### config.mk
export PLATFORM = sky130hd
export DESIGN_NAME = i2s_rx
export DESIGN_NICKNAME = d
export VERILOG_FILES = /design/src/rtl/i2s_rx.sv
export SDC_FILE = /design/constraint.sdc
export NUM_CORES = 1
export LEC_CHECK = 0
export CORE_MARGIN = 5
export CORE_UTILIZATION = 62
export CTS_BUF_LIST = sky130_fd_sc_hd__clkbuf_8
export CTS_CLUSTER_DIAMETER = 100
export DETAILED_ROUTE_END_ITERATION = 8
export GPL_TIMING_DRIVEN = 0
export PLACE_DENSITY = 0.87
export RECOVER_POWER = 25
export SETUP_SLACK_MARGIN = 0.05
export SLEW_MARGIN = 20
export SYNTH_ARGS = -nofsm -noshare
export SYNTH_HDL_FRONTEND = slang
export SYNTH_SLANG_ARGS = --single-unit
### constraint.sdc
create_clock -name clk -period 6.36 [get_ports clk]
set_input_delay 0.636 -clock clk [delete_from_list [all_inputs] [get_ports clk]]
set_output_delay 0.636 -clock clk [all_outputs]
set_load 0.05 [all_outputs]
### src/rtl/i2s_rx.sv
// i2s_rx: oversampled Philips-I2S receiver delivering one stereo pair per frame
module i2s_rx #(
  parameter int SAMPLE_WIDTH = 24
) (
  input  logic                    clk,
  input  logic                    rst_n,
  input  logic                    i_adc_bck,
  input  logic                    i_adc_lrck,
  input  logic                    i_adc_adata,
  output logic [SAMPLE_WIDTH-1:0] o_left,
  output logic [SAMPLE_WIDTH-1:0] o_right,
  output logic                    o_valid,
  output logic                    o_frame_err
);
  localparam int CW = $clog2(SAMPLE_WIDTH + 1);
  logic [2:0] bck_s;
  logic [1:0] lr_s, d_s;
  logic [1:0] ev_q, l_q, d_q;
  logic [SAMPLE_WIDTH-1:0] shreg, left_hold, shreg_sh;
  logic [CW-1:0] bit_cnt, cnt_sh;
  logic left_ok, synced, lrck_prev;
  logic rise, ev, l, d, full, bnd, done, close_l, close_r, short_slot;
  // bck rises are detected one stage behind the synchronizer so lrck/adata sync2 line up with the strobe
  assign rise = bck_s[1] & ~bck_s[2];
  assign ev = ev_q[1];
  assign l = l_q[1];
  assign d = d_q[1];
  // shift/count update, then slot-close decisions evaluated on the post-shift count
  always_comb begin
    full = bit_cnt == CW'(SAMPLE_WIDTH);
    shreg_sh = full ? shreg : {shreg[SAMPLE_WIDTH-2:0], d};
    cnt_sh = full ? bit_cnt : bit_cnt + 1'b1;
    bnd = ev & (l != lrck_prev);
    done = cnt_sh == CW'(SAMPLE_WIDTH);
    close_l = bnd & synced & done & ~lrck_prev;
    close_r = bnd & synced & done & lrck_prev & left_ok;
    short_slot = bnd & synced & ~done;
  end
  // synchronizers plus a two-deep event pipeline that sets the strobe latency
  always_ff @(posedge clk or negedge rst_n) begin
    if (!rst_n) begin
      bck_s <= '0;
      lr_s <= '0;
      d_s <= '0;
      ev_q <= '0;
      l_q <= '0;
      d_q <= '0;
    end else begin
      bck_s <= {bck_s[1:0], i_adc_bck};
      lr_s <= {lr_s[0], i_adc_lrck};
      d_s <= {d_s[0], i_adc_adata};
      ev_q <= {ev_q[0], rise};
      l_q <= {l_q[0], rise ? lr_s[1] : l_q[0]};
      d_q <= {d_q[0], rise ? d_s[1] : d_q[0]};
    end
  end
  // deserializer state and slot bookkeeping
  always_ff @(posedge clk or negedge rst_n) begin
    if (!rst_n) begin
      shreg <= '0;
      bit_cnt <= '0;
      left_hold <= '0;
      left_ok <= 1'b0;
      synced <= 1'b0;
      lrck_prev <= 1'b0;
    end else if (ev) begin
      shreg <= bnd ? '0 : shreg_sh;
      bit_cnt <= bnd ? '0 : cnt_sh;
      synced <= synced | bnd;
      lrck_prev <= l;
      left_hold <= close_l ? shreg_sh : left_hold;
      left_ok <= close_l | (left_ok & ~close_r & ~short_slot);
    end
  end
  // output registers: stereo pair loads only when a right slot completes a good frame
  always_ff @(posedge clk or negedge rst_n) begin
    if (!rst_n) begin
      o_left <= '0;
      o_right <= '0;
      o_valid <= 1'b0;
      o_frame_err <= 1'b0;
    end else begin
      o_valid <= close_r;
      o_frame_err <= short_slot;
      o_left <= close_r ? left_hold : o_left;
      o_right <= close_r ? shreg_sh : o_right;
    end
  end
endmodule

# Word level (Yosys, flattened, before mapping)
# Cells that the tools add are included.
[totals] ff_bits=119 inputBits=5 output_inout_bits=50 elab_cells=44
[classes] add_sub_neg=1 eq_ne=3 muxes=4 n_bitwise=17 n_reduce_logical=1
[op_table] operator="2-to-1 mux 24 bit" count=2
[op_table] operator="bitwise AND 1 bit" count=10
[op_table] operator="== test 5 bit, second input constant" count=2
[op_table] operator="2-to-1 mux 5 bit" count=2
[op_table] operator="adder 5 x 1 -> 5 bit, second input constant" count=1
[op_table] operator="inverter 1 bit" count=5
[op_table] operator="OR 1 bit" count=2
[op_table] operator="AND reduction 2 bit" count=1
[op_table] operator="!= test 1 bit" count=1

# Longest topological paths before layout
# Gate-level depths: netlist (run 1).
[logic_depth] depth_word=10 mapped_depth=8 ltp_nobuf=6

# Least setup slack after synthesis (run 1)
# No wires, ideal clock.
[synth_path] path_kind="register -> register" from="register bit_cnt[0]" to="register left_hold[10]" setup_time_ps=125 arrival_time_ps=2236 required_ps=6235 setup_slack_ps=3999 path_stages_with_launch=7 path_buffers=1 synth_period_minus_slack_ps=2361 path_cell_list="dfrtp_1 -> ha_1 -> nor2b_1 -> a211o_1 -> a2111oi_4 -> buf_4 -> mux2_2"
[synth_between] elab_chain_len=6 elab_cells_between_ends=8 classes_between="1 x add/sub; 2 x eq/ne; 2 x mux; 2 x bitwise; 1 x reduce/logical"
[synth_lines] item="from (decl)" line="20" rtl="logic [CW-1:0] bit_cnt, cnt_sh;"
[synth_lines] item="from (signal assigned)" line="68" rtl="bit_cnt <= bnd ? '0 : cnt_sh;"
[synth_lines] item="adder 5 x 1 -> 5 bit / == test 5 bit (equally long branches)" line="32, 30"
[synth_lines] item="2-to-1 mux 5 bit" line="32" rtl="cnt_sh = full ? bit_cnt : bit_cnt + 1'b1;"
[synth_lines] item="== test 5 bit" line="34" rtl="done = cnt_sh == CW'(SAMPLE_WIDTH);"
[synth_lines] item="bitwise AND 1 bit (2 in series)" line="35" rtl="close_l = bnd & synced & done & ~lrck_prev;"
[synth_lines] item="AND reduction 2 bit (no source line)"
[synth_lines] item="to (signal assigned)" line="71" rtl="left_hold <= close_l ? shreg_sh : left_hold;"
[synth_lines] item="to (decl)" line="19" rtl="logic [SAMPLE_WIDTH-1:0] shreg, left_hold, shreg_sh;"
# Parallel ways exist; a longest one is shown, timed or not.
# A chain may end at the register's enable or synchronous reset.

==> results of run 1 <==
cells by family (layout without fill, tap and decap cells):
group | count (synthesis) | count (layout) | synth area share, %
xor+xnor | 2 | 2 | 0.365
fa+ha+maj | 2 | 2 | 0.521
compound gates | 40 | 40 | 7.09
mux | 100 | 100 | 25.0
simple gates | 23 | 23 | 2.89
buf+inv | 19 | 106 | 2.11
flops | 119 | 119 | 62.0
through the flow:
step	power, mW	setup WS, ns
2_1_floorplan	0.874	4.00
6_report	1.56	3.43
4_1_cts	1.58	3.61
5_1_grt	1.64	2.73
3_5_place_dp	0.915	3.62
3_3_place_gp	0.908	0.275
cell type report:
class                   instances  area share, %
well taps                     102           2.17
flip-flops and latches        119           50.6
repair buffers                 55           9.54
multi-input cells             167           29.2
clock inverters                14           2.57
plain buffers                  16           1.53
inverters                       3          0.191
clock buffers                  18           4.21
power by group:
part           internal, mW  switching (mW)
combinational        0.0391          0.0636
clock                 0.360           0.304
sequential            0.777          0.0199
Yosys cell counts, types with 2 or more instances:
cell type / n / area (sq um)
buf_4: 3 / 22.5
a21o_1: 2 / 15.0
xor2_1: 2 / 17.5
clkbuf_1: 8 / 30.0
nor2_1: 2 / 7.51
mux2_4: 20 / 300
nor2b_1: 5 / 31.3
dfrtp_1: 119 / 2980
ha_1: 2 / 25.0
inv_1: 3 / 11.3
buf_2: 2 / 10.0
buf_6: 2 / 22.5
o21ai_0: 5 / 25.0
mux2_2: 80 / 901
and2_1: 2 / 12.5
nand2_1: 5 / 18.8
a22o_1: 25 / 219
nand3_1: 3 / 15.0
metal layers:
layer  track usage (%)  part of all wire, %  vias up
li1                  -                    -     1255
met1              26.8                   44     1411
met2              32.3                   50       65
met3              6.21                  4.8       20
met4              8.31                  1.8        0
met5                 0                    0        -
state kept, by name, summed over array words and instances, names as in the netlist:
register	flops
left_hold	24
bck_s	3
synced	1
shreg	24
o_valid	1
bit_cnt	5
l_q	2
o_right	24
lrck_prev	1
o_left	24
o_frame_err	1
d_q	2
lr_s	2
left_ok	1
d_s	2
ev_q	2
final timing paths:
| check | start | endpoint | slack [ns] | cells after the start |
|---|---|---|---|---|
| min in group asynchronous | rst_n | bit_cnt[3] | 1.22 | 1 |
| worst min-delay path | lr_s[0] | lr_s[1] | 0.35 | 0 |
| max in group clk | bit_cnt[0] | left_hold[20] | 3.64 | 6 |
| worst max-delay path | rst_n | shreg[3] | 3.43 | 1 |
| worst min register to register | lr_s[0] | lr_s[1] | 0.35 | 0 |
| worst max register to register | bit_cnt[0] | left_hold[20] | 3.64 | 6 |
==> summary.txt, run 1 <==
Final TNS setup: 0 ns
setup violators final: 0
Routed Antenna Nets: 0
grt ovf: 0
hold_buf cts: 0
Hold WC Path Type: reg -> reg
maximum VDD drop: 0.000181 V
Num Clock Sinks: 119
Critical Path Start Type: input port
DIE AREA: 9600 sq um
violated checks: capacitance limit, slew limit
Synthesis Warnings: 0
Core Area: 7650 sq um
Final Wtd Congestion: 0.782
CP Data Arrival Time: 2.78 ns
LEAKAGE: 2.91 nW
ant diodes: 0
wire per inst: 17.9 microns
initial core utilization: 62.8%
Layout fillers: 423
worst path bufs/invs: 1
Chip Height: 98.0 microns
asr flop ratio synth: 100%
post-detail-place hpwl: 5710 microns
global-route wire length before repair: 15500 microns
DRT Wirelength: 8840 microns
Area after DPL: 5500 sq um
DR vias: 2751
Setup CP Type: in -> async
commonest non-fill, non-tap cell in the layout: dfrtp_1
via density per instance: 5.57
Multi-input gate area: 1720 sq um
Mapped Cells: 305
Reg area: 2980 sq um
# nets final: 386
clk_lat worst skew: 0.42 ns
TritonCTS clock tree: yes
commonest non-fill, non-tap cells in the layout: dfrtp_1 (119), mux2_2 (80), clkdlybuf4s50_1 (50)
outcome: finished with violations
final period utilization: 46.1%
syn_area_per_cell: 15.7 sq um
relative slew slack: -104%
Cell Pwr Density: 265 nW/um^2
first-pass detailed-route iteration total: 4
crit path capture type: async pin
Yosys reg bits: 119
Die X-Extent: 98.0 microns
hold violation count in the final report: 0
prevailing post-synth register cell: dfrtp_1
row count: 32
Req. time, crit path: 6.21 ns
number of synthesized flops with an enable pin: 0
WHS: 0.354 ns
via count of the first global-routing pass: 3048
post-layout instance area: 5890 sq um
Fmax: 341 MHz
cell chain of the critical path: clkbuf_1
synthesized cell area: 4800 sq um
Max Buffers Root-to-Sink: 2
Final Max Tran Viols: 57
post-synthesis sequential area ratio: 62.0%
clk_skew: 0.0121 ns
area delta synth->final: 22.7%
fin crit period: 2.93 ns
antenna violations before repair: 0
RSZ-0062 raised after global routing: no
syn_nets: 312
share of cells above drive strength 1: 36.2%
Critical-path top delay cell: clkbuf_1
Port Buffer Count: 54
Cell variety after synth: 33
initial DRC count: 166
Total GRT Usage: 20.5%
DR DRC count: 0
CTS H-tree depth: 4
Post-Layout Cell Count: 494
CTS root buf: clkbuf_8
postcts setup bufs: 0
largest net degree at the start of global routing: 64
placed insts: 462
CP Max Fanout: 57
max_cap viols: 1
worst slew pin tran: 3.05 ns
crit-path max cell delay: 2.13 ns
CP delay by family, top: buffers and inverters
CTS resizes: 0
fin util: 77.0%
Clock Pin Slew Worst Setup and Hold Paths: 0.06 ns
I/O Pins: 55
TritonCTS buffer count: 17
Note: power is estimated with default switching activity, not from simulation.
==> inputs of run 2 (changes only) <==
--- a/config.mk
+++ b/config.mk
@@ -6,12 +6,12 @@
 export NUM_CORES = 1
 export LEC_CHECK = 0
 export CORE_MARGIN = 5
-export CORE_UTILIZATION = 62
+export CORE_UTILIZATION = 52
 export CTS_BUF_LIST = sky130_fd_sc_hd__clkbuf_8
 export CTS_CLUSTER_DIAMETER = 100
 export DETAILED_ROUTE_END_ITERATION = 8
 export GPL_TIMING_DRIVEN = 0
-export PLACE_DENSITY = 0.87
+export PLACE_DENSITY = 0.78
 export RECOVER_POWER = 25
 export SETUP_SLACK_MARGIN = 0.05
 export SLEW_MARGIN = 20
==> constraint.sdc (replaced) <==
create_clock -name clk -period 2.6 [get_ports clk]
set_input_delay 0.26 -clock clk [delete_from_list [all_inputs] [get_ports clk]]
set_output_delay 0.26 -clock clk [all_outputs]
set_load 0.05 [all_outputs]
==> run 2 against run 1 <==
Compared with the run above:
- the flow now finishes without violations
- critical path depth grew 7
- count of clock-buffer cells in the layout is the same
- clock skew shrank 0.0031 ns
- utilization shrank 12 points
- clock power grew 130%
- global-route usage shrank 3.6 points
- sequential share of layout area shrank 0.21 points
- routed wire length shrank 3.1%
- highest routed layer unchanged
==> summary.txt, run 2 (same netlist as run 1, synthesis figures left out) <==
setup violators final: 0
CP Data Arrival Time: 2.79 ns
commonest non-fill, non-tap cell in the layout: dfrtp_1
max_cap viols: 0
CTS H-tree depth: 4
initial DRC count: 144
relative slew slack: 3.50%
CP Max Fanout: 10
# nets final: 390
met3 GRT Util: 7.04%
Hold WC Path Type: reg -> reg
Hold Crit Start: bck_s[0]
share of cells above drive strength 1: 37.2%
RSZ-0062 raised after global routing: no
Final TNS setup: 0 ns
Reg area: 2980 sq um
Final Total Pwr: 3.78 mW
met1 Track Usage GR: 22.6%
Fmax: 402 MHz
Multi-input gate area: 1740 sq um
DR vias: 2763
Final Max Tran Viols: 0
Critical Path Start Type: flop
Final Wtd Congestion: 0.804
clk_lat worst skew: 0.42 ns
Setup CP Type: reg -> reg
ant diodes: 0
DR DRC count: 0
maximum VDD drop: 0.000338 V
Setup WS post-layout: 0.111 ns
Chip Height: 106 microns
Cell Pwr Density: 638 nW/um^2
met2 Track Usage GR: 25.1%
Layout fillers: 654
Max Buffers Root-to-Sink: 2
area delta synth->final: 23.2%
antenna violations before repair: 0
placed insts: 471
Die X-Extent: 106 microns
Routed Antenna Nets: 0
TritonCTS buffer count: 17
Total GRT Usage: 16.9%
DRT Wirelength: 8570 microns
first-pass detailed-route iteration total: 4
Post-Layout Cell Count: 504
worst reg2reg startpoint: bit_cnt[0]
Num Clock Sinks: 119
Core Area: 9110 sq um
I/O Pins: 55
crit path capture type: flop
via density per instance: 5.48
Most Crowded Layer GR: met2
worst slew pin tran: 1.45 ns
dpl ws: -0.163 ns
clk_skew: 0.00907 ns
CTS root buf: clkbuf_8
hold violation count in the final report: 0
final period utilization: 95.7%
post-detail-place hpwl: 5620 microns
Setup crit start: bit_cnt[0]
wire per inst: 17.0 microns
fin crit period: 2.49 ns
LEAKAGE: 2.92 nW
post-layout instance area: 5920 sq um
Port Buffer Count: 54
outcome: finished clean
global-route wire length before repair: 14900 microns
Clock Pin Slew Worst Setup and Hold Paths: 0.07 ns
Area after DPL: 5510 sq um
commonest non-fill, non-tap cells in the layout: dfrtp_1 (118), mux2_2 (80), clkdlybuf4s50_1 (50)
initial core utilization: 52.7%
Req. time, crit path: 2.90 ns
TritonCTS clock tree: yes
via count of the first global-routing pass: 2927
grt ovf: 0
row count: 35
largest net degree at the start of global routing: 62
DIE AREA: 11300 sq um
==> run 2: cell types whose count changed in the layout (fill, tap and decap cells not counted), sizes merged <==
| cell | previous run | this run |
|---|---|---|
| buf | 8 | 11 |
| clkinv | 5 | 3 |
| dlygate4sd3 | 3 | 4 |
| inv | 6 | 5 |
==> run 2: where the power goes <==
group / switching [mW] / internal, mW
Sequential: 0.0517 / 1.90
Clock: 0.690 / 0.846
Combinational: 0.168 / 0.117
==> run 2: final timing paths <==
check,to,cells past startpoint,slack [ns]
setup reg to reg,o_left[20],8,0.11
setup / recovery,o_left[20],8,0.11
max in group asynchronous,bit_cnt[0],2,0.92
hold / removal,bck_s[1],0,0.35
min in group asynchronous,o_left[22],2,0.72
hold reg to reg,bck_s[1],0,0.35
==> run 2: final cells by class <==
class / count / share of cell area [%]
Clock buffer: 18 / 4.19
Clock inverter: 11 / 1.90
Buffer: 16 / 1.52
Timing Repair Buffer: 59 / 10.1
Inverter: 3 / 0.190
Sequential cell: 119 / 50.3
Multi-Input combinational cell: 167 / 29.5
Tap cell: 111 / 2.35
==> run 2: timing repair <==
| item | CTS | global route |
|---|---|---|
| resized for setup | 2 | 3 |
| pin swaps | 1 | 1 |
| hold buffers | 1 | 0 |
| setup endpoints to repair | 39 | 39 |
| buffers inserted | 2 | 1 |
| hold endpoints to repair | 58 | 0 |
| gates cloned | 0 | 0 |
==> run 2: worst max-delay path, cell delays in order, from the launching register on <==
cell	delay, ns
dfrtp_2	0.46
inv_1	0.08
ha_2	0.22
nand3_1	0.09
a211o_1	0.37
a2111o_1	0.45
buf_4	0.21
buf_6	0.17
mux2_4	0.30
==> run 2: routing by layer <==
metal | up-vias | share of wire, %
li1 | 1263 | -
met5 | - | 0
met1 | 1410 | 46
met3 | 10 | 5.8
met4 | 0 | 0.99
met2 | 80 | 47
==> run 2: per-stage QoR <==
stage / util [%] / hold WS, ns
final: 65.0 / 0.350
after global routing: 65.0 / 0.347
after CTS: 64.8 / 0.245
after detailed placement: 60.5 / 0.270
after global placement: 60.2 / 0.332
after floorplan: - / -0.0356
